### src/rtl/hazard3_shift_stage.sv
// Shift/bit-manipulation stage with an external barrel shifter. Result is valid 2 cycles after request transfer.
// A held result blocks new requests until it is consumed. flush drops any work in flight.
module hazard3_shift_stage #(
  parameter int W_DATA        = 32,
  parameter int W_SHAMT       = 5,
  parameter bit EXTENSION_ZBB = 1'b1,
  parameter bit EXTENSION_ZBS = 1'b1
) (
  input  logic               clk,
  input  logic               rst_n,

  input  logic               req_valid,
  output logic               req_ready,
  input  logic [3:0]         req_op,
  input  logic [W_DATA-1:0]  req_rs1,
  input  logic [W_DATA-1:0]  req_rs2,

  input  logic               flush,

  output logic               resp_valid,
  input  logic               resp_ready,
  output logic [W_DATA-1:0]  resp_result,
  output logic               resp_err,

  output logic [W_DATA-1:0]  shift_din,
  output logic [W_SHAMT-1:0] shift_shamt,
  output logic               shift_right_nleft,
  output logic               shift_rotate,
  output logic               shift_arith,
  input  logic [W_DATA-1:0]  shift_dout
);

  typedef enum logic [1:0] {
    IDLE = 2'd0,
    EXEC = 2'd1,
    RESP = 2'd2
  } state_t;

  localparam logic [3:0] OP_SLL  = 4'd0;
  localparam logic [3:0] OP_SRL  = 4'd1;
  localparam logic [3:0] OP_SRA  = 4'd2;
  localparam logic [3:0] OP_ROL  = 4'd3;
  localparam logic [3:0] OP_ROR  = 4'd4;
  localparam logic [3:0] OP_BSET = 4'd5;
  localparam logic [3:0] OP_BCLR = 4'd6;
  localparam logic [3:0] OP_BINV = 4'd7;
  localparam logic [3:0] OP_BEXT = 4'd8;

  localparam logic [W_DATA-1:0] ONE_HOT0 = W_DATA'(1);

  state_t              state_q, state_d;
  logic [3:0]          op_q, op_d;
  logic [W_DATA-1:0]   rs1_q, rs1_d;
  logic [W_SHAMT-1:0]  shamt_q, shamt_d;
  logic [W_DATA-1:0]   result_q, result_d;
  logic                err_q, err_d;

  logic                req_fire;
  logic                op_ok;
  logic                unused_rs2_hi;

  // Shift amount is modulo W_DATA, so the upper operand bits never matter.
  assign unused_rs2_hi = ^req_rs2[W_DATA-1:W_SHAMT];

  function automatic logic op_legal(input logic [3:0] op);
    logic ok;
    ok = 1'b0;
    case (op)
      OP_SLL, OP_SRL, OP_SRA:             ok = 1'b1;
      OP_ROL, OP_ROR:                     ok = EXTENSION_ZBB;
      OP_BSET, OP_BCLR, OP_BINV, OP_BEXT: ok = EXTENSION_ZBS;
      default:                            ok = 1'b0;
    endcase
    return ok;
  endfunction

  assign op_ok = op_legal(op_q);

  assign resp_valid  = (state_q == RESP);
  assign resp_result = result_q;
  assign resp_err    = err_q;

  // Ready may follow resp_ready (pass-through in RESP); valid never looks at ready.
  assign req_ready = !flush && ((state_q == IDLE) || ((state_q == RESP) && resp_ready));
  assign req_fire  = req_valid && req_ready;

  // Shifter controls come only from captured state and are idle outside EXEC.
  always_comb begin
    shift_din         = '0;
    shift_shamt       = '0;
    shift_right_nleft = 1'b0;
    shift_rotate      = 1'b0;
    shift_arith       = 1'b0;
    if ((state_q == EXEC) && op_ok) begin
      shift_shamt = shamt_q;
      case (op_q)
        OP_SLL: begin
          shift_din = rs1_q;
        end
        OP_SRL, OP_BEXT: begin
          shift_din         = rs1_q;
          shift_right_nleft = 1'b1;
        end
        OP_SRA: begin
          shift_din         = rs1_q;
          shift_right_nleft = 1'b1;
          shift_arith       = 1'b1;
        end
        OP_ROL: begin
          shift_din    = rs1_q;
          shift_rotate = 1'b1;
        end
        OP_ROR: begin
          shift_din         = rs1_q;
          shift_right_nleft = 1'b1;
          shift_rotate      = 1'b1;
        end
        OP_BSET, OP_BCLR, OP_BINV: begin
          shift_din = ONE_HOT0;
        end
        default: begin
          shift_din = '0;
        end
      endcase
    end
  end

  always_comb begin
    state_d  = state_q;
    op_d     = op_q;
    rs1_d    = rs1_q;
    shamt_d  = shamt_q;
    result_d = result_q;
    err_d    = err_q;

    case (state_q)
      IDLE: begin
        if (req_fire) begin
          state_d = EXEC;
        end
      end
      EXEC: begin
        state_d = RESP;
        err_d   = !op_ok;
        if (!op_ok) begin
          result_d = '0;
        end else begin
          case (op_q)
            OP_BSET: result_d = rs1_q | shift_dout;
            OP_BCLR: result_d = rs1_q & ~shift_dout;
            OP_BINV: result_d = rs1_q ^ shift_dout;
            OP_BEXT: result_d = {{(W_DATA-1){1'b0}}, shift_dout[0]};
            default: result_d = shift_dout;
          endcase
        end
      end
      RESP: begin
        if (resp_ready) begin
          state_d = req_fire ? EXEC : IDLE;
        end
      end
      default: begin
        state_d = IDLE;
      end
    endcase

    if (req_fire) begin
      op_d    = req_op;
      rs1_d   = req_rs1;
      shamt_d = req_rs2[W_SHAMT-1:0];
    end

    if (flush) begin
      state_d  = IDLE;
      result_d = '0;
      err_d    = 1'b0;
    end
  end

  always_ff @(posedge clk or negedge rst_n) begin
    if (!rst_n) begin
      state_q  <= IDLE;
      op_q     <= '0;
      rs1_q    <= '0;
      shamt_q  <= '0;
      result_q <= '0;
      err_q    <= 1'b0;
    end else begin
      state_q  <= state_d;
      op_q     <= op_d;
      rs1_q    <= rs1_d;
      shamt_q  <= shamt_d;
      result_q <= result_d;
      err_q    <= err_d;
    end
  end

endmodule

### config.mk
export PLATFORM = sky130hd
export DESIGN_NAME = hazard3_shift_stage
export DESIGN_NICKNAME = d
export VERILOG_FILES = /design/src/rtl/hazard3_shift_stage.sv
export SDC_FILE = /design/constraint.sdc
export NUM_CORES = 1
export LEC_CHECK = 0
export BUFFER_PORTS_ARGS = -buffer_cell sky130_fd_sc_hd__clkbuf_2
export CORE_UTILIZATION = 30
export DETAILED_ROUTE_END_ITERATION = 8
export GPL_TIMING_DRIVEN = 0
export PLACE_DENSITY = 0.5
export SYNTH_ARGS = -nofsm -noshare
export SYNTH_HDL_FRONTEND = slang
export SYNTH_SLANG_ARGS = --single-unit
export TNS_END_PERCENT = 20
### constraint.sdc
create_clock -name clk -period 1.8 [get_ports clk]
set_input_delay 0.09 -clock clk [delete_from_list [all_inputs] [get_ports clk]]
set_output_delay 0.09 -clock clk [all_outputs]
set_load 0.02 [all_outputs]
# ---- Word level (Yosys, flattened, before mapping)
# Memory sizes are Yosys's and may differ from the RTL's.
# Index checks and enable logic that the tools add are counted.
dict set report op_classes {
  eq_ne 12
  n_mux 20
  bitwise 4
  n_reduce_logical 15
}
# op count
set op_table {}
lappend op_table {{32-bit two-way mux} 4}
lappend op_table {{32-bit case mux with 4 select lines} 1}
lappend op_table {{32-bit case mux with 2 select lines} 1}
lappend op_table {{32-bit bitwise AND} 1}
lappend op_table {{32-bit inverter} 1}
lappend op_table {{32-bit bitwise OR} 1}
lappend op_table {{32-bit XOR} 1}
lappend op_table {{4-bit by 3-bit == test with 1-bit output, second input constant} 4}
lappend op_table {{1-bit two-way mux} 9}
lappend op_table {{4-bit by 2-bit == test with 1-bit output, second input constant} 2}
lappend op_table {{2-bit two-way mux} 3}
lappend op_table {{2-bit case mux with 3 select lines} 1}
lappend op_table {{6-bit OR reduction} 1}
lappend op_table {{5-bit two-way mux} 1}
lappend op_table {{4-bit by 1-bit == test with 1-bit output, second input constant} 1}
lappend op_table {{4-bit == test, second input constant} 1}
lappend op_table {{1-bit logical AND} 4}
lappend op_table {{4-bit zero test} 1}
lappend op_table {{4-bit OR reduction} 1}
lappend op_table {{3-bit by 2-bit inequality test with 1-bit output, second input constant} 1}
lappend op_table {{3-bit inequality test, second input constant} 1}
lappend op_table {{3-bit OR reduction} 1}
lappend op_table {{2-bit by 1-bit == test with 1-bit output, second input constant} 1}
lappend op_table {{2-bit == test, second input constant} 1}
lappend op_table {{other kinds (6)} 7}
dict set report word_totals {
  reg_bits 76
  rom_bits 16
  inputBits 105
  elab_cells 58
  mem_count 1
}
# name words word_bits rd rd_ports_with_merged_regs write_ports line_no
set memory_table {}
lappend memory_table {{(name not given)} 16 1 1 0 0 68} ;# case (op)

# ---- Logic depth before layout (Yosys ltp)
# Gate-level depths: netlist of the first run.
dict set report depth {
  word_depth 9
  depth_mapped 6
  ltp_nobuf 6
}

# ---- Worst setup path after synthesis of the first run
# OpenSTA, ideal clock, no wires.
dict set report synth_path {
  kind {register to output}
  startpoint {register op_q[1]}
  endpoint {output port shift_din[10]}
  arrival_time_ns 1.721
  slack_ns -0.011
  stages_incl_launch_ff 6
  cell_sequence {dfrtp_1 -> buf_6 -> or2_1 -> maj3_2 -> buf_2 -> nor3_1}
}
dict set report synth_between {
  elab_chain_cells 4
  elab_cells_between_ends 15
  cone_classes {8 x eq/ne; 2 x mux; 4 x reduce/logical; 1 x memory}
}
# item line_no
set synth_lines {}
lappend synth_lines {{start: declaration} 52} ;# logic [3:0] op_q, op_d;
lappend synth_lines {{start signal: assignment} 190} ;# op_q <= op_d;
lappend synth_lines {{4-bit == test, or another cell as far along} 96} ;# case (op_q)
lappend synth_lines {{6-bit OR reduction (no line) / 3-bit OR reduction (equally long branches)} -}
lappend synth_lines {{32-bit case mux with 2 select lines} 96}
lappend synth_lines {{32-bit two-way mux (*)} 94} ;# if ((state_q == EXEC) && op_ok) begin
lappend synth_lines {{end: declaration} 25} ;# output logic [W_DATA-1:0] shift_din,
# Every way passes the cells marked *; elsewhere a longest branch is shown, timed or not.

# ---- Final worst setup path of the first run
dict set report layout_path {
  startpoint {register op_q[0]}
  endpoint {output port shift_din[1]}
}
# Same word-level chain as after synthesis.

==> impl_metrics.csv, run 1 <==
group,metric,value,unit
pwr,swShare,37.8,%
yosys,synth_cell_types,38,
cells_and_area,drive_above_1_share,41.6,%
floorplanning,dieWidth,138,um
global_routing,antenna_found_initial,0,
pwr,cellLeakagePower,4.01,nW
pwr,p_seq_share,31.0,%
clocking,clockBufferDepth,2,
pwr,ir_drop,0.569,mV
yosys,seq_area_frac_synth,34.3,%
pwr,intPower,4.24,mW
critical_path,cp_max_fo,7,
place,place_area,6620,sq um
clocking,tritoncts,"done",
drt,routed_wl,17.6,mm
drt,avgRoutedWirePerCell,17.0,um
floorplanning,dieHeight,138,um
cells_and_area,finalNetCount,969,
run,cap_violations,0,
critical_path,r2r_cells,8,
critical_path,worstSetupEndpointType,"output pin",
sta,finalHoldViolCount,0,
place,hpwl,12.8,mm
hold_path,hold_path.class,"in2reg",
sta,final.min_clock_period,2.07,ns
clocking,clockRootBuffer,"clkbuf_16",
yosys,synthArstFlopShare,100,%
global_routing,grt_use_total,18.9,%
cells_and_area,multi_input_area,3420,sq um
cells_and_area,stdcell_area,7980,sq um
yosys,synth-edff-count,0,
clocking,cts_buffers,9,
pwr,p_clk_share,26.1,%
critical_path,arrival,1.98,ns
pwr,power_density,856,nW/um^2
drt,first_pass_iters,4,
global_routing,grt_max_degree,42,
global_routing,grt_pass1_wl,28.0,mm
cells_and_area,seqCellArea,1900,sq um
critical_path,startpoint_type,"flip-flop",
floorplanning,start_util,30.8,%
clocking,cts_htree_levels,3,
sta,clock.fmax,0.484,GHz
drt,vias,5001,
floorplanning,coreArea,18000,sq um
critical_path,regToRegSetupSlack,-0.10,ns
sta,min_period_over_period,115,%
cells_and_area,syn_to_final_growth,43.8,%
sta,holdWs,0.0300,ns
hold_path,hold_depth,3,
pwr,p_sw,2.58,mW
yosys,yosys_warnings,0,
sta,skew,0.00889,ns
drt,routed_via_density,4.84,
sta,worst_slew_pin_slew,0.619,ns
yosys,yosys_most_used_dff,"dfrtp_1",
drt,drtAntennaViolNets,0,
floorplanning,die_area,19000,sq um
clocking,clk_latency,0.35,ns
sta,setup_ws,-0.266,ns
clocking,cts.sinks,76,
hold_path,hp-start,"shift_dout[28]",
hold_path,whs_endpoint,"resp_result[28]$_DFFE_PN0P_",
global_routing,grt_pass1_vias,5206,
sta,setup_viol,57,
floorplanning,io_pins,180,
run_status,status,"finished with violations",
critical_path,cp.required,1.71,ns
critical_path,critical_path_class,"reg2out",
sta,fin_setup_tns,-7.21,ns
critical_path,reg2reg_to,"resp_result[24]$_DFFE_PN0P_",
yosys,syn_area,5550,sq um
cells_and_area,n_antenna_cell,0,
cells_and_area,fillCellCount,1740,
place,io_buffer_count,152,
sta,rsz0062_at_grt,"true",
place,place_congestion,0.837,
yosys,synth-seq-cells,76,
sta,slew_headroom,58.8,%
run_status,violations,"negative setup slack",
yosys,synthCells,585,
drt,drtIter0Drc,159,
yosys,postSynthNetCount,754,
clocking,clkTransAtPathRegs,0.06,ns
global_routing,grt.overflow.total,0,
critical_path,r2r_start,"op_q[1]$_DFFE_PN0P_",
place,place_ws,-0.201,ns
pwr,p_comb_share,42.9,%
floorplanning,rows,49,
sta,drv_slew,0,
drt,drc,0,
yosys,postSynthAreaPerCell,9.49,sq um
[stage by stage]
step                      util, %  cells  power (mW)
final                        44.3   1034        6.83
after global routing         44.3   1034        7.25
after CTS                    42.9   1031        6.72
after detailed placement     36.7    967        4.52
after global placement       36.6    966        4.44
after floorplan                 -    585        3.75
[logic make-up (layout without fill, tap and decap cells)]
family | count (synthesis) | in the layout | share of synthesized area, %
adders and majority gates | 65 | 65 | 14.6
AOI/OAI and AO/OA | 136 | 136 | 17.7
DFF | 76 | 76 | 34.3
buffers and inverters | 109 | 329 | 8.55
and+or+nand+nor | 128 | 128 | 11.1
muxes | 71 | 71 | 13.7
[how the worst max path moves through the flow]
stage,cells after the start,endpoint,startpoint,slack [ns]
after floorplan,5,shift_din[10],op_q[1]$_DFFE_PN0P_,-0.01
after global placement,1,resp_result[9]$_DFFE_PN0P_,rst_n,-0.23
after detailed placement,5,shift_din[24],state_q[0]$_DFFE_PN0P_,-0.20
after CTS,6,shift_din[16],op_q[1]$_DFFE_PN0P_,-0.33
after global routing,5,shift_din[1],op_q[0]$_DFFE_PN0P_,-0.34
final,5,shift_din[1],op_q[0]$_DFFE_PN0P_,-0.27
[registers in the layout, summed over array words and instances, names as in the netlist]
signal and cells:
resp_result 32, rs1_q 32, op_q 4, state_q 2, resp_err 1, shamt_q 5
[cell type report]
cell class	instances	area share [%]
flip-flops and latches	76	23.8
well taps	229	3.59
plain buffers	41	3.83
clock inverters	5	0.439
repair buffers	207	19.2
clock buffers	11	3.17
multi-input cells	400	42.8
inverters	65	3.06
[worst max-delay path, cell delays in order, from the launching register on]
cell and delay, ns:
dfrtp_1 0.39, or2_4 0.24, maj3_4 0.45, clkbuf_16 0.21, nor3_4 0.20, buf_6 0.14
[repair_timing]
item                                    4_1_cts  5_1_grt
hold endpoints to repair                     82        0
resized for setup                            94       94
setup buffers                                 5        3
pin swaps                                     4        3
hold buffers                                 43        0
cloned                                        1        2
endpoints found under the setup margin       97       72
[per-layer routing]
metal  GRT usage [%]  vias to the layer above  wire (um)
li1                -                     2431          -
met1            23.4                     2410       7820
met2            32.2                      138       8620
met3            3.22                       22        803
met4            7.98                        0        361
met5               0                        -          0
[Yosys cell counts (all sizes together), types with 2 or more instances]
cell type / instances / area [sq um]
a21oi: 34 / 170
nand2b: 4 / 25.0
nor2b: 4 / 25.0
clkbuf: 20 / 75.1
ha: 64 / 801
mux2i: 30 / 300
mux2: 41 / 462
nor3: 33 / 170
nor2: 38 / 143
o21ai: 64 / 470
inv: 65 / 244
and2: 2 / 12.5
nand2: 35 / 131
and3: 5 / 31.3
o211ai: 2 / 15.0
buf: 24 / 155
dfrtp: 76 / 1900
o22a: 30 / 263
[power by group through the flow]
stage               registers (mW)  clock network (mW)  logic (mW)
global route                  2.15                1.91        3.19
CTS                           2.12                1.86        2.74
floorplan                     2.15                   0        1.60
detailed placement            2.15                   0        2.38
finish                        2.12                1.78        2.93
global placement              2.13                   0        2.31
[cells in the final DEF (no fill, tap or decap), types with 2 or more instances in the layout]
master,instances
clkbuf_2,119
buf_4,29
dfrtp_1,76
nand2b_1,2
and3_1,5
buf_2,13
nor2_1,36
o21ai_0,5
buf_6,17
o21ai_2,40
clkbuf_1,5
o21ai_1,19
clkinv_2,2
a21oi_1,34
o211ai_1,2
clkbuf_16,11
nor3_2,15
nor3_4,13
buf_12,4
clkbuf_8,9
nor2b_1,4
nand2_1,34
o22a_1,30
mux2_2,41
nor3_1,5
mux2i_1,30
ha_1,64
inv_1,65
clkbuf_4,7
dlygate4sd3_1,43
Note: power is estimated with default switching activity, not from simulation.
==> run 2, diff against run 1 <==
CORE_UTILIZATION = 40   (was 30)
PLACE_DENSITY = 0.63   (was 0.5)
RECOVER_POWER = 100   (was unset)
==> run 2 against run 1 <==
Effect of this change: global-route usage up 4.9 points; the flow still finishes with violations (negative setup slack); design area down 2.1%; highest routed layer unchanged; largest cell class unchanged; final cell count down 4.9%; combinational power down 3%; sequential power about the same; critical endpoint is now shift_din[24]; critical path type unchanged.
==> impl_metrics.csv, run 2 (synthesized netlist as in run 1, its figures left out) <==
group,metric,value,unit
run_status,status,"finished with violations",
run_status,violations,"negative setup slack",
global_routing,grt.overflow.total,0,
drt,routed_wl,16.9,mm
sta,worst_slew_pin_slew,1.28,ns
clocking,cts_buffers,9,
floorplanning,rows,42,
drt,drtIter0Drc,173,
clocking,tritoncts,"done",
clocking,clockRootBuffer,"clkbuf_16",
sta,final.min_clock_period,2.10,ns
cells_and_area,final_util,58.3,%
drt,avgRoutedWirePerCell,17.2,um
global_routing,grt_use_total,23.8,%
floorplanning,start_util,41.4,%
place,io_buffer_count,152,
place,hpwl,11.7,mm
sta,slew_headroom,14.7,%
sta,setup_ws,-0.299,ns
pwr,power_density,904,nW/um^2
hold_path,hold_path.class,"in2reg",
clocking,clkTransAtPathRegs,0.06,ns
cells_and_area,layout_common_cells,"86 x clkbuf_2, 76 x dfrtp_1, 65 x inv_1",
sta,min_period_over_period,117,%
sta,rsz0062_at_grt,"true",
cells_and_area,stdcell_area,7810,sq um
clocking,clk_latency,0.35,ns
place,place_congestion,0.845,
clocking,cts.sinks,76,
floorplanning,dieWidth,120,um
pwr,cellLeakagePower,3.86,nW
floorplanning,die_area,14300,sq um
drt,vias,5099,
place,dp.cells,914,
clocking,clockBufferDepth,2,
drt,first_pass_iters,4,
sta,skew,0.00550,ns
drt,drtAntennaViolNets,0,
floorplanning,io_pins,180,
cells_and_area,syn_to_final_growth,40.8,%
sta,finalHoldViolCount,0,
place,place_area,6560,sq um
run,cap_violations,0,
pwr,finalPower,7.06,mW
critical_path,arrival,2.01,ns
sta,drv_slew,0,
critical_path,cp_max_fo,6,
floorplanning,dieHeight,120,um
critical_path,critical_path_class,"reg2out",
drt,routed_via_density,5.19,
global_routing,grt_pass1_vias,5197,
floorplanning,coreArea,13400,sq um
global_routing,antenna_found_initial,0,
clocking,cts_htree_levels,3,
critical_path,cp.required,1.71,ns
cells_and_area,n_antenna_cell,0,
sta,clock.fmax,0.476,GHz
drt,drc,0,
cells_and_area,fin_cells,983,
cells_and_area,layout_commonest_cell,"clkbuf_2",
cells_and_area,drive_above_1_share,36.6,%
sta,holdWs,0.0321,ns
sta,setup_viol,107,
critical_path,worstSetupEndpointType,"output pin",
global_routing,grt_pass1_wl,26.0,mm
critical_path,startpoint_type,"flip-flop",
cells_and_area,finalNetCount,971,
pwr,ir_drop,0.533,mV
global_routing,grt_max_degree,55,
-- run 2: worst max-delay path: stages (launching register included) --
cell and delay, ns:
dfrtp_1 0.42, or2_4 0.28, maj3_4 0.42, buf_16 0.18, nor3_4 0.19, clkbuf_8 0.17
-- run 2: final cells by class --
class | instances | area [sq um]
Buffer | 41 | 295
Clock buffer | 10 | 229
Clock inverter | 6 | 113
Fill cell | 1206 | 5590
Inverter | 65 | 244
Multi-Input combinational cell | 400 | 3390
Sequential cell | 76 | 1900
Tap cell | 176 | 220
Timing Repair Buffer | 209 | 1420
-- run 2: worst paths after layout --
path                                             from                     endpoint  slack (ns)  cells after the start
min in group asynchronous                       rst_n  resp_result[29]$_DFFE_PN0P_        0.55                      2
max reg2reg                       op_q[1]$_DFFE_PN0P_  resp_result[31]$_DFFE_PN0P_       -0.10                      7
max                               op_q[1]$_DFFE_PN0P_                shift_din[24]       -0.30                      5
min reg2reg                resp_result[7]$_DFFE_PN0P_   resp_result[7]$_DFFE_PN0P_        0.48                      2
max in group asynchronous                       rst_n        rs1_q[10]$_DFFE_PN0P_        0.23                      3
min                                    shift_dout[25]  resp_result[25]$_DFFE_PN0P_        0.03                      3
-- run 2: routing by layer --
layer	GRT usage [%]	up-vias	routed length, um
li1	-	2442	-
met1	29.3	2470	7510
met2	39.8	157	8250
met3	4.28	30	780
met4	12.0	0	390
met5	0	-	0
-- run 2: timing repair --
| item | CTS | global route |
|---|---|---|
| buffers inserted | 9 | 2 |
| pin swaps | 4 | 2 |
| hold buffers | 43 | 0 |
| cloned | 1 | 1 |
| resized for setup | 98 | 58 |
| setup endpoints to repair | 66 | 111 |
| hold endpoints to repair | 64 | 0 |
-- run 2: report_power, final --
part           switching [mW]  total [mW]  leakage (nW)  internal [mW]
registers               0.181        2.12         0.963           1.94
logic                    1.60        2.85          2.73           1.25
clock network           0.740        2.10         0.167           1.36
-- run 2: per-stage QoR --
step | worst slack [ns] | setup TNS (ns)
6_report | -0.299 | -12.70
5_1_grt | -0.331 | -20.89
4_1_cts | -0.318 | -9.69
3_5_place_dp | -0.135 | -4.13
3_3_place_gp | -0.185 | -16.64
2_1_floorplan | -0.0115 | -0.344
